--- config.mk ---
export PLATFORM = sky130hd
export DESIGN_NAME = crc_scrubber
export DESIGN_NICKNAME = d
export VERILOG_FILES = /design/src/rtl/crc_scrub_pkg.sv /design/src/rtl/crc_scrub_sat_cnt.sv /design/src/rtl/crc_scrubber.sv
export SDC_FILE = /design/constraint.sdc
export NUM_CORES = 1
export LEC_CHECK = 0
export BUFFER_PORTS_ARGS = -buffer_cell sky130_fd_sc_hd__buf_2
export CORE_ASPECT_RATIO = 0.6
export CORE_MARGIN = 8
export CORE_UTILIZATION = 45
export CTS_CLUSTER_SIZE = 20
export DETAILED_ROUTE_END_ITERATION = 16
export PLACE_DENSITY = 0.84
export SYNTH_ARGS = -nofsm -noshare
export SYNTH_HDL_FRONTEND = slang
export SYNTH_SLANG_ARGS = --single-unit
--- constraint.sdc ---
create_clock -name clk -period 1.74 [get_ports clk]
set_input_delay 0.174 -clock clk [delete_from_list [all_inputs] [get_ports clk]]
set_output_delay 0.174 -clock clk [all_outputs]
set_load 0.02 [all_outputs]
--- src/rtl/crc_scrub_pkg.sv ---
// Shared state encoding and counter width for the CRC memory scrubber.
package crc_scrub_pkg;

  localparam int CNT_W = 16;

  typedef enum logic [2:0] {
    IDLE,
    READ,
    WAIT,
    CHECK,
    WRBACK,
    NEXT,
    DONE
  } scrub_state_t;

endpackage

--- src/rtl/crc_scrub_sat_cnt.sv ---
// Saturating event counter with synchronous clear, used for the scrub error tallies.
module crc_scrub_sat_cnt
  import crc_scrub_pkg::*;
(
  input  logic             clk,
  input  logic             rst,
  input  logic             clr,
  input  logic             inc,
  output logic [CNT_W-1:0] cnt
);

  always_ff @(posedge clk) begin
    if (rst || clr) begin
      cnt <= '0;
    end else if (inc && (cnt != {CNT_W{1'b1}})) begin
      cnt <= cnt + CNT_W'(1);
    end
  end

endmodule

--- src/rtl/crc_scrubber.sv ---
// Background memory scrubber: walks every address, counts ECC events, optionally rewrites
// corrected words. Define CRC_SCRUB_WRITEBACK_EN to enable writeback of corrected data.
module crc_scrubber
  import crc_scrub_pkg::*;
#(
  parameter int DATA_WIDTH = 8,
  parameter int ADDR_WIDTH = 8,
  parameter int RD_LATENCY = 2,
  parameter int CONTINUOUS = 0
) (
  input  logic                  clk,
  input  logic                  rst,
  input  logic                  start,
  input  logic                  stop,
  input  logic                  host_req,
  output logic                  mem_own,
  output logic                  mem_wr,
  output logic [ADDR_WIDTH-1:0] mem_addr,
  output logic [DATA_WIDTH-1:0] mem_data_in,
  input  logic [DATA_WIDTH-1:0] mem_data_out,
  input  logic                  err_detected,
  input  logic                  err_corrected,
  output logic                  busy,
  output logic                  done,
  output logic [15:0]           corr_cnt,
  output logic [15:0]           uncorr_cnt,
  output logic                  uncorr_flag,
  output logic [ADDR_WIDTH-1:0] uncorr_addr
);

  localparam logic [1:0] WAIT_LAST = 2'(RD_LATENCY >= 2 ? RD_LATENCY - 2 : 0);

  scrub_state_t          state, state_nxt;
  logic [ADDR_WIDTH-1:0] addr_p0;
  logic [DATA_WIDTH-1:0] data_p1;
  logic [1:0]            wait_cnt;
  logic                  start_pend, pend_nxt;
  logic                  addr_clr, addr_inc, cnt_clr;
  logic                  corr_inc, uncorr_inc, wait_inc, sample;
  logic                  addr_last;

  assign addr_last = (addr_p0 == {ADDR_WIDTH{1'b1}});

  always_comb begin
    state_nxt  = state;
    pend_nxt   = start_pend;
    addr_clr   = 1'b0;
    addr_inc   = 1'b0;
    cnt_clr    = 1'b0;
    corr_inc   = 1'b0;
    uncorr_inc = 1'b0;
    wait_inc   = 1'b0;
    sample     = 1'b0;
    unique case (state)
      IDLE: begin
        // A start seen while the host owns the port is remembered until it lets go.
        if (start && !stop) begin
          addr_clr = 1'b1;
          cnt_clr  = 1'b1;
          if (host_req) begin
            pend_nxt = 1'b1;
          end else begin
            pend_nxt  = 1'b0;
            state_nxt = READ;
          end
        end else if (stop) begin
          pend_nxt = 1'b0;
        end else if (start_pend && !host_req) begin
          pend_nxt  = 1'b0;
          state_nxt = READ;
        end
      end
      READ: begin
        state_nxt = (RD_LATENCY == 1) ? CHECK : WAIT;
      end
      WAIT: begin
        if (wait_cnt == WAIT_LAST) begin
          state_nxt = CHECK;
        end else begin
          wait_inc = 1'b1;
        end
      end
      CHECK: begin
        sample = 1'b1;
        if (err_detected && err_corrected) begin
          corr_inc = 1'b1;
`ifdef CRC_SCRUB_WRITEBACK_EN
          state_nxt = WRBACK;
`else
          state_nxt = NEXT;
`endif
        end else if (err_detected) begin
          uncorr_inc = 1'b1;
          state_nxt  = NEXT;
        end else begin
          state_nxt = NEXT;
        end
      end
      WRBACK: begin
        state_nxt = NEXT;
      end
      NEXT: begin
        // The address only advances once the host has released the port.
        if (stop) begin
          state_nxt = IDLE;
        end else if (addr_last && (CONTINUOUS == 0)) begin
          state_nxt = DONE;
        end else if (!host_req) begin
          addr_inc  = 1'b1;
          state_nxt = READ;
        end
      end
      DONE: begin
        state_nxt = IDLE;
      end
      default: begin
        state_nxt = IDLE;
      end
    endcase
  end

  // stage p0: control state, scan address and uncorrectable log
  always_ff @(posedge clk) begin
    if (rst) begin
      state       <= IDLE;
      start_pend  <= 1'b0;
      addr_p0     <= '0;
      wait_cnt    <= '0;
      uncorr_flag <= 1'b0;
      uncorr_addr <= '0;
    end else begin
      state      <= state_nxt;
      start_pend <= pend_nxt;
      if (addr_clr) begin
        addr_p0 <= '0;
      end else if (addr_inc) begin
        addr_p0 <= addr_p0 + ADDR_WIDTH'(1);
      end
      if (state != WAIT) begin
        wait_cnt <= '0;
      end else if (wait_inc) begin
        wait_cnt <= wait_cnt + 2'd1;
      end
      if (cnt_clr) begin
        uncorr_flag <= 1'b0;
      end else if (uncorr_inc) begin
        uncorr_flag <= 1'b1;
        uncorr_addr <= addr_p0;
      end
    end
  end

  // stage p1: corrected word captured in CHECK for a possible writeback
  always_ff @(posedge clk) begin
    if (sample) begin
      data_p1 <= mem_data_out;
    end
  end

  crc_scrub_sat_cnt u_corr_cnt (
    .clk (clk),
    .rst (rst),
    .clr (cnt_clr),
    .inc (corr_inc),
    .cnt (corr_cnt)
  );

  crc_scrub_sat_cnt u_uncorr_cnt (
    .clk (clk),
    .rst (rst),
    .clr (cnt_clr),
    .inc (uncorr_inc),
    .cnt (uncorr_cnt)
  );

  assign mem_own     = state inside {READ, WAIT, CHECK, WRBACK};
  assign mem_addr    = addr_p0;
  assign mem_data_in = (state == WRBACK) ? data_p1 : '0;
  assign busy        = (state != IDLE);
  assign done        = (state == DONE);

`ifdef CRC_SCRUB_WRITEBACK_EN
  assign mem_wr = (state == WRBACK);
`else
  assign mem_wr = 1'b0;
`endif

endmodule

==> results of run 1 <==
-- power by group --
group          leakage [nW]  internal [W]  switching [W]
Combinational          1.12      0.000135       0.000212
Sequential            0.523       0.00150      0.0000178
Clock                 0.142       0.00111       0.000610
-- cells by family (layout without fill, tap and decap cells) --
kind of cell / count (synthesis) / count (layout) / synth area share [%]
simple gates: 154 / 154 / 28.4
compound gates: 95 / 95 / 18.7
flops: 63 / 63 / 43.2
buf+inv: 29 / 147 / 4.15
mux: 8 / 8 / 2.58
fa+ha+maj: 4 / 4 / 1.61
xor+xnor: 4 / 4 / 1.13
other cells: 1 / 1 / 0.121
-- per-layer routing --
metal  vias to the layer above  share of wire, %  GRT usage, %
li1                       1574                 -             -
met1                      1525                46          23.2
met2                       111                44          26.1
met3                         3               9.5          7.49
met4                         0              0.49          5.14
met5                         -                 0             0
-- worst max path at each step --
stage / end / cells after the start / slack [ns] / startpoint
after floorplan: u_corr_cnt.cnt[15] / 6 / -0.08 / state[2]
after global placement: u_uncorr_cnt.cnt[14] / 4 / 0.004 / state[1]
after detailed placement: u_corr_cnt.cnt[3] / 6 / -0.05 / state[1]
after CTS: busy / 5 / 0.002 / state[0]
after global routing: mem_addr[5] / 5 / -0.07 / state[1]
final: mem_addr[5] / 5 / -0.03 / state[1]
-- stage by stage --
step,hold WS (ns),setup slack (ns),TNS (ns),util (%),instances
2_1_floorplan,0.253,-0.0805,-0.493,-,358
4_1_cts,0.000585,0.00169,0,62.2,560
5_1_grt,0.000175,-0.0737,-0.653,63.9,563
3_5_place_dp,0.352,-0.0482,-0.224,57.6,545
3_3_place_gp,0.351,0.00355,0,57.6,545
6_report,0.0141,-0.0320,-0.0332,63.9,563
-- cell usage after synthesis, drive strengths merged (2+ instances only) --
master	count
a21o	2
nor3	4
o21a	2
dfxtp	55
ha	4
o21ai	16
o211a	2
inv	9
or3	4
edfxtp	8
buf	9
nand3	15
or4	20
a211oi	6
nor4	4
and3	12
nand4	13
o211ai	2
nand4b	2
a31oi	2
nor2	10
nand2	45
nor2b	2
nand2b	8
and4b	2
o31ai	16
clkbuf	11
and2	2
xor2	2
xnor2	2
mux2i	8
and4	6
a21oi	41
-- cell type report --
cell class	count	area, um2	share of cell area, %
clock buffer	15	288	6.74
inverter	9	33.8	0.792
multi-input combinational	266	1720	40.4
sequential	63	1360	31.9
tap	87	109	2.55
timing repair buffer	123	749	17.6
-- timing repair --
item	4_1_cts	5_1_grt
resized for setup	6	26
pin swaps	0	9
setup endpoints to repair	24	39
setup buffers	0	3
-- flip-flops by register name (all words and copies together), names as in the netlist --
| signal | cells |
|---|---|
| u_corr_cnt.cnt | 16 |
| u_uncorr_cnt.cnt | 16 |
| data_p1 | 8 |
| mem_addr | 8 |
| uncorr_addr | 8 |
| state | 3 |
| wait_cnt | 2 |
| start_pend | 1 |
| uncorr_flag | 1 |
==> results_dict.tcl, run 1 <==
set metrics [dict create \
    outcome "finished, violations left" \
    failing_checks "negative setup slack" \
    ys_dominant_reg_cell "dfxtp_1" \
    wire_per_inst_um 15.9 \
    placement_rows 23 \
    synth_sequential_area_ratio_pct 43.2 \
    synth_top_cells_by_area "dfxtp_1 (35%), edfxtp_1 (7.7%), a21oi_1 (6.6%)" \
    worst_path_bufs_invs 1 \
    synth_enable_flop_cells 8 \
    die_width_um 123 \
    worst_r2r_startpoint "state[1]" \
    crit_fanout 8 \
    grt_start_max_net_pins 22 \
    vias_in_the_first_global_route 2974 \
    r2r-end "mem_addr[5]" \
    crit_type "register to register" \
    synth_cell_types 49 \
    drt-vias-per-instance 5.71 \
    reg2reg_depth 5 \
    grt_setup_unrepaired "true" \
    overall_global_routing_resource_usage_pct 17.7 \
    cts_hold_buffers 0 \
    r2r_setup_slack_ns -0.03 \
    drt_first_iter_violations 278 \
    start_kind "register" \
    report.power.total_w 0.00359 \
    floorplan.core_area_um2 6680 \
    path_clk_slew_ns 0.05 \
    max_stage_delay_ns 0.57 \
    synth_warnings 0 \
    floorplan.initialDensity_pct 46.5 \
    tritoncts.num_buffers 9 \
    tritoncts_num_sinks 63 \
    cpLargestDelayFamily "simple AND/OR/NAND/NOR gates" \
    dp.final_hpwl_mm 6.47 \
    drt-pass1-iter-count 4 \
    cts-htree-levels 3 \
    areaGrowthSynthToFinish_pct 37.6 \
    drt_wl_total_mm 8.94 \
    ios 76 \
    max_freq_ghz 0.564 \
    synthCells 358 \
    hold-path-cell-count 1 \
    worst_slew_margin_rel_pct 62.4 \
    globalRouteOverflowTotal 0 \
    synth_top_cell_by_area "dfxtp_1" \
    asyncSetResetFlopFracSynth_pct 0 \
    yosys_register_bits 63 \
    synthesis.area_um2 3100 \
    fin_crit_sh_pct 102 \
    die_height_um 80.3 \
    power.density_cell_area_nw_per_um2 841 \
    crit_path_cell_chain "buf_6, and4bb_2, o211ai_1, or4_1, a21oi_1" \
    power.ir.vdd_worst_mv 0.664 \
    report.final.slew_viol_count 0 \
    grt_antenna_before_repair 0 \
    die_area_um2 9890 \
    tritoncts "built" \
    worst-endpoint-arrival_ns 2.04 \
    antenna_cells_inserted 0 \
    global_route_wire_length_before_repair_mm 14.1 \
    yosys.area.top_type_share_pct 35.5 \
    hold_viol 0 \
    place_congestion 0.838 \
    vias_after_detailed_routing 3213 \
    total_leakage_power_nw 1.79 \
    buffer_ports.inserted 74 \
    max_cap_violations 0 \
    final_cell_area_um2 4270 \
    worst_hold_startpoint "mem_data_out[4]" \
    min-delay-path-class "input port to register" \
    clk-insertion-delay-late_ns 0.33 \
    clock_path_buffers 2 \
    layout.cells.most_common_list "buf_2 (74), buf_4 (46), nand2_1 (45)" \
    worst-endpoint-required_ns 2.00 \
    fin_crit_ns 1.77 \
    worstMarginPinSlew_ns 0.561 \
    mappedNetlistNets 377 \
    drcViolationCount 0 \
    most_common_cell_after_layout_fill_and_taps_aside "buf_2" \
    slowest_stage "or4_1" \
    avgSynthCellArea_um2 8.66 \
    drive_above_1_share_pct 36.3 \
    fin_nets 491 \
    kind_of_capture_point_of_the_worst_setup_path "register" \
    min_to "data_p1[4]" \
    layout.filler_cells 574 \
    clock_skew_ns 0.00538 \
    layout_setup_ws_ns -0.0320 \
    cts.root.buffer_cell "clkbuf_16" \
    report.final.setup_viol 2 \
    drt.antenna.violating_nets 0 \
    dpl_cell_area_um2 3850 \
]
Note: power is estimated with default switching activity, not from simulation.
==> run 2, diff against run 1 <==
--- a/config.mk
+++ b/config.mk
@@ -6,8 +6,7 @@
 export NUM_CORES = 1
 export LEC_CHECK = 0
 export BUFFER_PORTS_ARGS = -buffer_cell sky130_fd_sc_hd__buf_2
-export CORE_ASPECT_RATIO = 0.6
-export CORE_MARGIN = 8
+export CORE_MARGIN = 4
 export CORE_UTILIZATION = 45
 export CTS_CLUSTER_SIZE = 20
 export DETAILED_ROUTE_END_ITERATION = 16
==> run 2 against run 1 <==
  * The flow still finishes with violations (negative setup slack)
  * Clock skew fell by 0.00088 ns
  * Combinational power barely moved
  * Sequential power barely moved
  * Sequential cell count did not move
  * Non-clock buffer count rose by 12
  * Total power fell by 15%
  * Critical endpoint is now mem_addr[3]
  * Largest power group is now registers
==> results_dict.tcl, run 2 (synthesis gave the netlist of run 1 again) <==
set metrics [dict create \
    kind_of_capture_point_of_the_worst_setup_path "register" \
    grt_antenna_before_repair 1 \
    layout.cells.non_filler 566 \
    cts.root.buffer_cell "clkbuf_8" \
    areaGrowthSynthToFinish_pct 36.3 \
    clk-insertion-delay-late_ns 0.35 \
    top_regs "u_corr_cnt.cnt: 16 flops, u_uncorr_cnt.cnt: 16 flops" \
    clockPowerShare_pct 38.9 \
    fin_crit_sh_pct 100 \
    worst-endpoint-required_ns 2.03 \
    dp_cells 536 \
    antenna_cells_inserted 0 \
    cts-htree-levels 3 \
    crit_type "register to register" \
    floorplan.core_area_um2 6530 \
    min-delay-path-class "input port to register" \
    global_route_wire_length_before_repair_mm 14.0 \
    vias_after_detailed_routing 3272 \
    hold_viol 0 \
    vias_in_the_first_global_route 3064 \
    place_congestion 0.851 \
    most_common_cell_after_layout_fill_and_taps_aside "buf_2" \
    tritoncts.num_buffers 9 \
    worst-endpoint-arrival_ns 2.03 \
    fin_crit_ns 1.74 \
    total_leakage_power_nw 1.75 \
    layout_setup_ws_ns -0.00162 \
    netSwitchingPower_w 0.000882 \
    tritoncts "built" \
    grt_start_max_net_pins 22 \
    max_cap_violations 0 \
    drt-pass1-iter-count 5 \
    clock_path_buffers 2 \
    finalCoreUtilization_pct 64.7 \
    dp_slack_ns -0.0469 \
    clock_skew_ns 0.00450 \
    report.final.setup_viol 1 \
    seqCellArea_um2 1360 \
    power.density_cell_area_nw_per_um2 721 \
    floorplan.initialDensity_pct 47.5 \
    start_kind "register" \
    report.power.total_w 0.00305 \
    drt.antenna.violating_nets 0 \
    hold-path-cell-count 3 \
    fin_nets 503 \
    power.ir.vdd_worst_mv 0.550 \
    drt_first_iter_violations 159 \
    p_int_w 0.00216 \
    placement_rows 29 \
    drt_wl_total_mm 8.31 \
    outcome "finished, violations left" \
    max_freq_ghz 0.574 \
    wire_per_inst_um 14.7 \
    reg2reg_depth 6 \
    tritoncts_num_sinks 63 \
    drt-vias-per-instance 5.78 \
    dp.final_hpwl_mm 5.94 \
    comb_power_share_pct 11.5 \
    p_sw_share_pct 28.9 \
    path_clk_slew_ns 0.08 \
    final_cell_area_um2 4230 \
    die_height_um 91.0 \
    worstSetupStartpoint "state[1]" \
    overall_global_routing_resource_usage_pct 20.3 \
    layout.cells.most_common_list "buf_2 (74), buf_4 (52), nand2_1 (45)" \
    report.final.slew_viol_count 0 \
    layout.filler_cells 533 \
    buffer_ports.inserted 74 \
    dpl_cell_area_um2 3840 \
    ios 76 \
    r2r_setup_slack_ns -0.002 \
    die_area_um2 8280 \
    pwr-share-seq_pct 49.7 \
    crit_fanout 9 \
    drcViolationCount 0 \
    worst_r2r_startpoint "state[1]" \
    failing_checks "negative setup slack" \
    globalRouteOverflowTotal 0 \
    die_width_um 91.0 \
    multi_input_combinational_cell_area_um2 1710 \
    grt_setup_unrepaired "true" \
    worst_hold_startpoint "host_req" \
    drive_above_1_share_pct 36.0 \
]
==> run 2: cell types whose count changed in the layout (fill, tap and decap cells not counted), moves of 5 or more <==
cell,previous run,this run
clkbuf_8,4,9
clkbuf_16,9,0
dlygate4sd3_1,0,8
buf_4,46,52
==> run 2: area by class of cell <==
cell class                 instances  area share, %
clock buffer                       9           2.93
clock inverter                     7           1.36
inverter                           9          0.799
multi-input combinational        266           40.3
sequential                        63           32.1
tap                               77           2.28
timing repair buffer             135           20.2
==> run 2: worst paths after layout <==
| path | end |
|---|---|
| max | mem_addr[3] |
| min reg2reg | uncorr_addr[5] |
| min | start_pend |
| max reg2reg | mem_addr[3] |
==> run 2: what timing repair did <==
action,CTS,global route
pin swaps,1,7
hold buffers,7,1
gates resized for setup,5,21
endpoints found under the setup margin,13,35
endpoints found under the hold margin,7,1
setup buffers,0,6
==> run 2: routing by layer <==
layer / routed length (um) / vias up / track usage [%] / share of wire (%)
li1: - / 1602 / - / -
met1: 3530 / 1558 / 24.4 / 42
met4: 163 / 2 / 8.17 / 2.0
met3: 479 / 15 / 5.37 / 5.8
met2: 4130 / 95 / 34.6 / 50
met5: 13 / - / 0 / 0.16
==> run 2: power by group through the flow <==
stage | combinational (W) | clock, W | sequential, W
after floorplan | 0.000215 | 0 | 0.00153
after global routing | 0.000383 | 0.00128 | 0.00152
final | 0.000350 | 0.00118 | 0.00151
after detailed placement | 0.000315 | 0 | 0.00154
after global placement | 0.000307 | 0 | 0.00154
after CTS | 0.000333 | 0.00120 | 0.00151
==> run 2: through the flow <==
stage | hold slack [ns] | TNS, ns
4_1_cts | 0.00167 | 0
2_1_floorplan | 0.253 | -0.493
3_3_place_gp | 0.352 | -0.00358
3_5_place_dp | 0.352 | -0.0864
5_1_grt | 0.124 | -0.422
6_report | 0.127 | -0.00162
==> run 2: critical path: stages (launching register included) <==
cell and delay, ns:
dfxtp_4 0.36, buf_4 0.17, and4bb_2 0.30, o211ai_1 0.13, buf_4 0.19, or4_1 0.39, a21oi_1 0.14
==> run 3, diff against run 2 <==
--- a/config.mk
+++ b/config.mk
@@ -6,11 +6,13 @@
 export NUM_CORES = 1
 export LEC_CHECK = 0
 export BUFFER_PORTS_ARGS = -buffer_cell sky130_fd_sc_hd__buf_2
+export CELL_PAD_IN_SITES_DETAIL_PLACEMENT = 1
+export CELL_PAD_IN_SITES_GLOBAL_PLACEMENT = 1
 export CORE_MARGIN = 4
-export CORE_UTILIZATION = 45
+export CORE_UTILIZATION = 35
 export CTS_CLUSTER_SIZE = 20
 export DETAILED_ROUTE_END_ITERATION = 16
-export PLACE_DENSITY = 0.84
+export PLACE_DENSITY = 0.87
 export SYNTH_ARGS = -nofsm -noshare
 export SYNTH_HDL_FRONTEND = slang
 export SYNTH_SLANG_ARGS = --single-unit
==> run 3 against run 2 <==
  * The run still ends with negative setup slack left
  * Sequential share of layout area fell by 0.52 points
  * Global-route usage is 0.62 points lower
  * Die area increased by 26%
  * Routed wire length increased by 27%
  * Register-to-register slack got worse by 0.04 ns
  * Cell area grew 1.7%
  * Non-clock buffer count is 4 lower
  * Setup slack got worse by 0.040 ns
  * Critical path type unchanged
  * Largest cell class unchanged
  * Highest routed layer is now met4
==> results_dict.tcl, run 3 (synthesis gave the netlist of run 1 again) <==
set metrics [dict create \
    multi_input_combinational_cell_area_um2 1760 \
    final_cell_area_um2 4300 \
    global_route_wire_length_before_repair_mm 16.4 \
    cts-htree-levels 3 \
    fin_nets 499 \
    worst_r2r_startpoint "state[1]" \
    p_sw_share_pct 27.9 \
    overall_global_routing_resource_usage_pct 19.7 \
    reg2reg_depth 6 \
    drive_above_1_share_pct 37.3 \
    outcome "finished, violations left" \
    die_height_um 102 \
    floorplan.initialDensity_pct 35.7 \
    max_freq_ghz 0.561 \
    worst-endpoint-required_ns 2.01 \
    worst-endpoint-arrival_ns 2.05 \
    die_width_um 102 \
    layout_setup_ws_ns -0.0415 \
    drcViolationCount 0 \
    min-delay-path-class "input port to register" \
    tritoncts_num_sinks 63 \
    path_clk_slew_ns 0.07 \
    report.final.setup_viol 5 \
    crit_fanout 7 \
    cts.root.buffer_cell "clkbuf_8" \
    r2r-end "mem_addr[5]" \
    place_congestion 0.812 \
    seqCellArea_um2 1360 \
    r2r_setup_slack_ns -0.04 \
    buffer_ports.inserted 74 \
    layout.cells.most_common_list "buf_2 (74), nand2_1 (45), dfxtp_1 (44), buf_4 (44), a21oi_1 (33)" \
    drt-vias-per-instance 5.68 \
    tritoncts.num_buffers 9 \
    dp.final_hpwl_mm 7.15 \
    hold-path-cell-count 1 \
    vias_after_detailed_routing 3369 \
    p_int_w 0.00217 \
    layout.filler_cells 1061 \
    clock_path_buffers 2 \
    report.power.total_w 0.00301 \
    tritoncts "built" \
    drt_first_iter_violations 102 \
    floorplan.core_area_um2 8680 \
    vias_in_the_first_global_route 3350 \
    start_kind "register" \
    globalRouteOverflowTotal 0 \
    clock_skew_ns 0.0122 \
    placement_rows 34 \
    total_leakage_power_nw 1.78 \
    netSwitchingPower_w 0.000840 \
    hold_viol 0 \
    worst_hold_startpoint "mem_data_out[4]" \
    antenna_cells_inserted 0 \
    die_area_um2 10400 \
    failing_checks "negative setup slack" \
    kind_of_capture_point_of_the_worst_setup_path "register" \
    drt-pass1-iter-count 4 \
    power.density_cell_area_nw_per_um2 699 \
    max_cap_violations 0 \
    fin_crit_ns 1.78 \
    grt_start_max_net_pins 30 \
    clk-insertion-delay-late_ns 0.34 \
    areaGrowthSynthToFinish_pct 38.7 \
    drt.antenna.violating_nets 0 \
    drt_wl_total_mm 10.6 \
    pwr-share-seq_pct 50.4 \
    final.hold.worst_slack_ns 0.0133 \
    power.ir.vdd_worst_mv 0.380 \
    fin_crit_sh_pct 102 \
    wire_per_inst_um 17.8 \
    comb_power_share_pct 13.2 \
    report.final.slew_viol_count 0 \
    crit_type "register to register" \
    ios 76 \
    clockPowerShare_pct 36.4 \
    grt_antenna_before_repair 0 \
    finalCoreUtilization_pct 49.6 \
    min_to "data_p1[4]" \
    top_regs "u_corr_cnt.cnt: 16 flops, u_uncorr_cnt.cnt: 16 flops" \
    grt_setup_unrepaired "true" \
    dpl_cell_area_um2 3870 \
    most_common_cell_after_layout_fill_and_taps_aside "buf_2" \
]
run 3: cell count changes in the layout (fill, tap and decap cells not counted), sizes merged:
cell,change
buf,-2
dlygate4sd3,-2
clkbuf,+3
clkinv,+1
inv,-2
clkinvlp,-2
run 3: cell type report:
type | instances | share of cell area, %
Inverter | 9 | 0.785
Timing Repair Buffer | 131 | 19.9
Clock buffer | 12 | 3.14
Multi-Input combinational cell | 266 | 40.9
Clock inverter | 4 | 0.524
Tap cell | 108 | 3.14
Sequential cell | 63 | 31.6
run 3: repair_timing:
item	CTS	global route
hold endpoints to repair	4	2
resized for setup	8	37
endpoints found under the setup margin	17	39
hold buffers	4	2
setup buffers	3	4
pin swaps	5	16
run 3: worst max-delay path, stage by stage, from the launching register on:
cell and delay [ns]:
dfxtp_4 0.36, buf_8 0.13, and4bb_2 0.31, o211ai_1 0.17
buf_4 0.20, or4_4 0.41, a21oi_2 0.13
run 3: worst max path at each step:
stage,start,endpoint,cells after the start
after global routing,state[0],busy,5
final,state[1],mem_addr[5],6
after floorplan,state[2],u_corr_cnt.cnt[15],6
after detailed placement,state[1],u_uncorr_cnt.cnt[10],5
after global placement,state[1],u_uncorr_cnt.cnt[14],4
after CTS,state[0],mem_data_in[4],4
run 3: layer usage:
metal	share of wire (%)	up-vias	global-route usage, %
met5	0	-	0
met2	54	77	35.0
met4	2.1	0	6.36
met1	40	1663	23.8
met3	3.6	26	4.03
li1	-	1603	-
run 3: metrics by stage:
| step | worst slack, ns | setup TNS (ns) | cells |
|---|---|---|---|
| CTS | -0.0000775 | -0.0000775 | 587 |
| detailed placement | -0.0491 | -0.130 | 564 |
| finish | -0.0415 | -0.127 | 593 |
| global route | -0.0879 | -0.429 | 593 |
| floorplan | -0.0805 | -0.493 | 358 |
| global placement | -0.0121 | -0.0121 | 564 |
run 3: power groups by stage:
stage | combinational, W | sequential, W | clock, W
final | 0.000398 | 0.00152 | 0.00109
after global routing | 0.000430 | 0.00152 | 0.00120
after CTS | 0.000338 | 0.00151 | 0.00111
after detailed placement | 0.000324 | 0.00154 | 0
after global placement | 0.000313 | 0.00154 | 0
after floorplan | 0.000215 | 0.00153 | 0
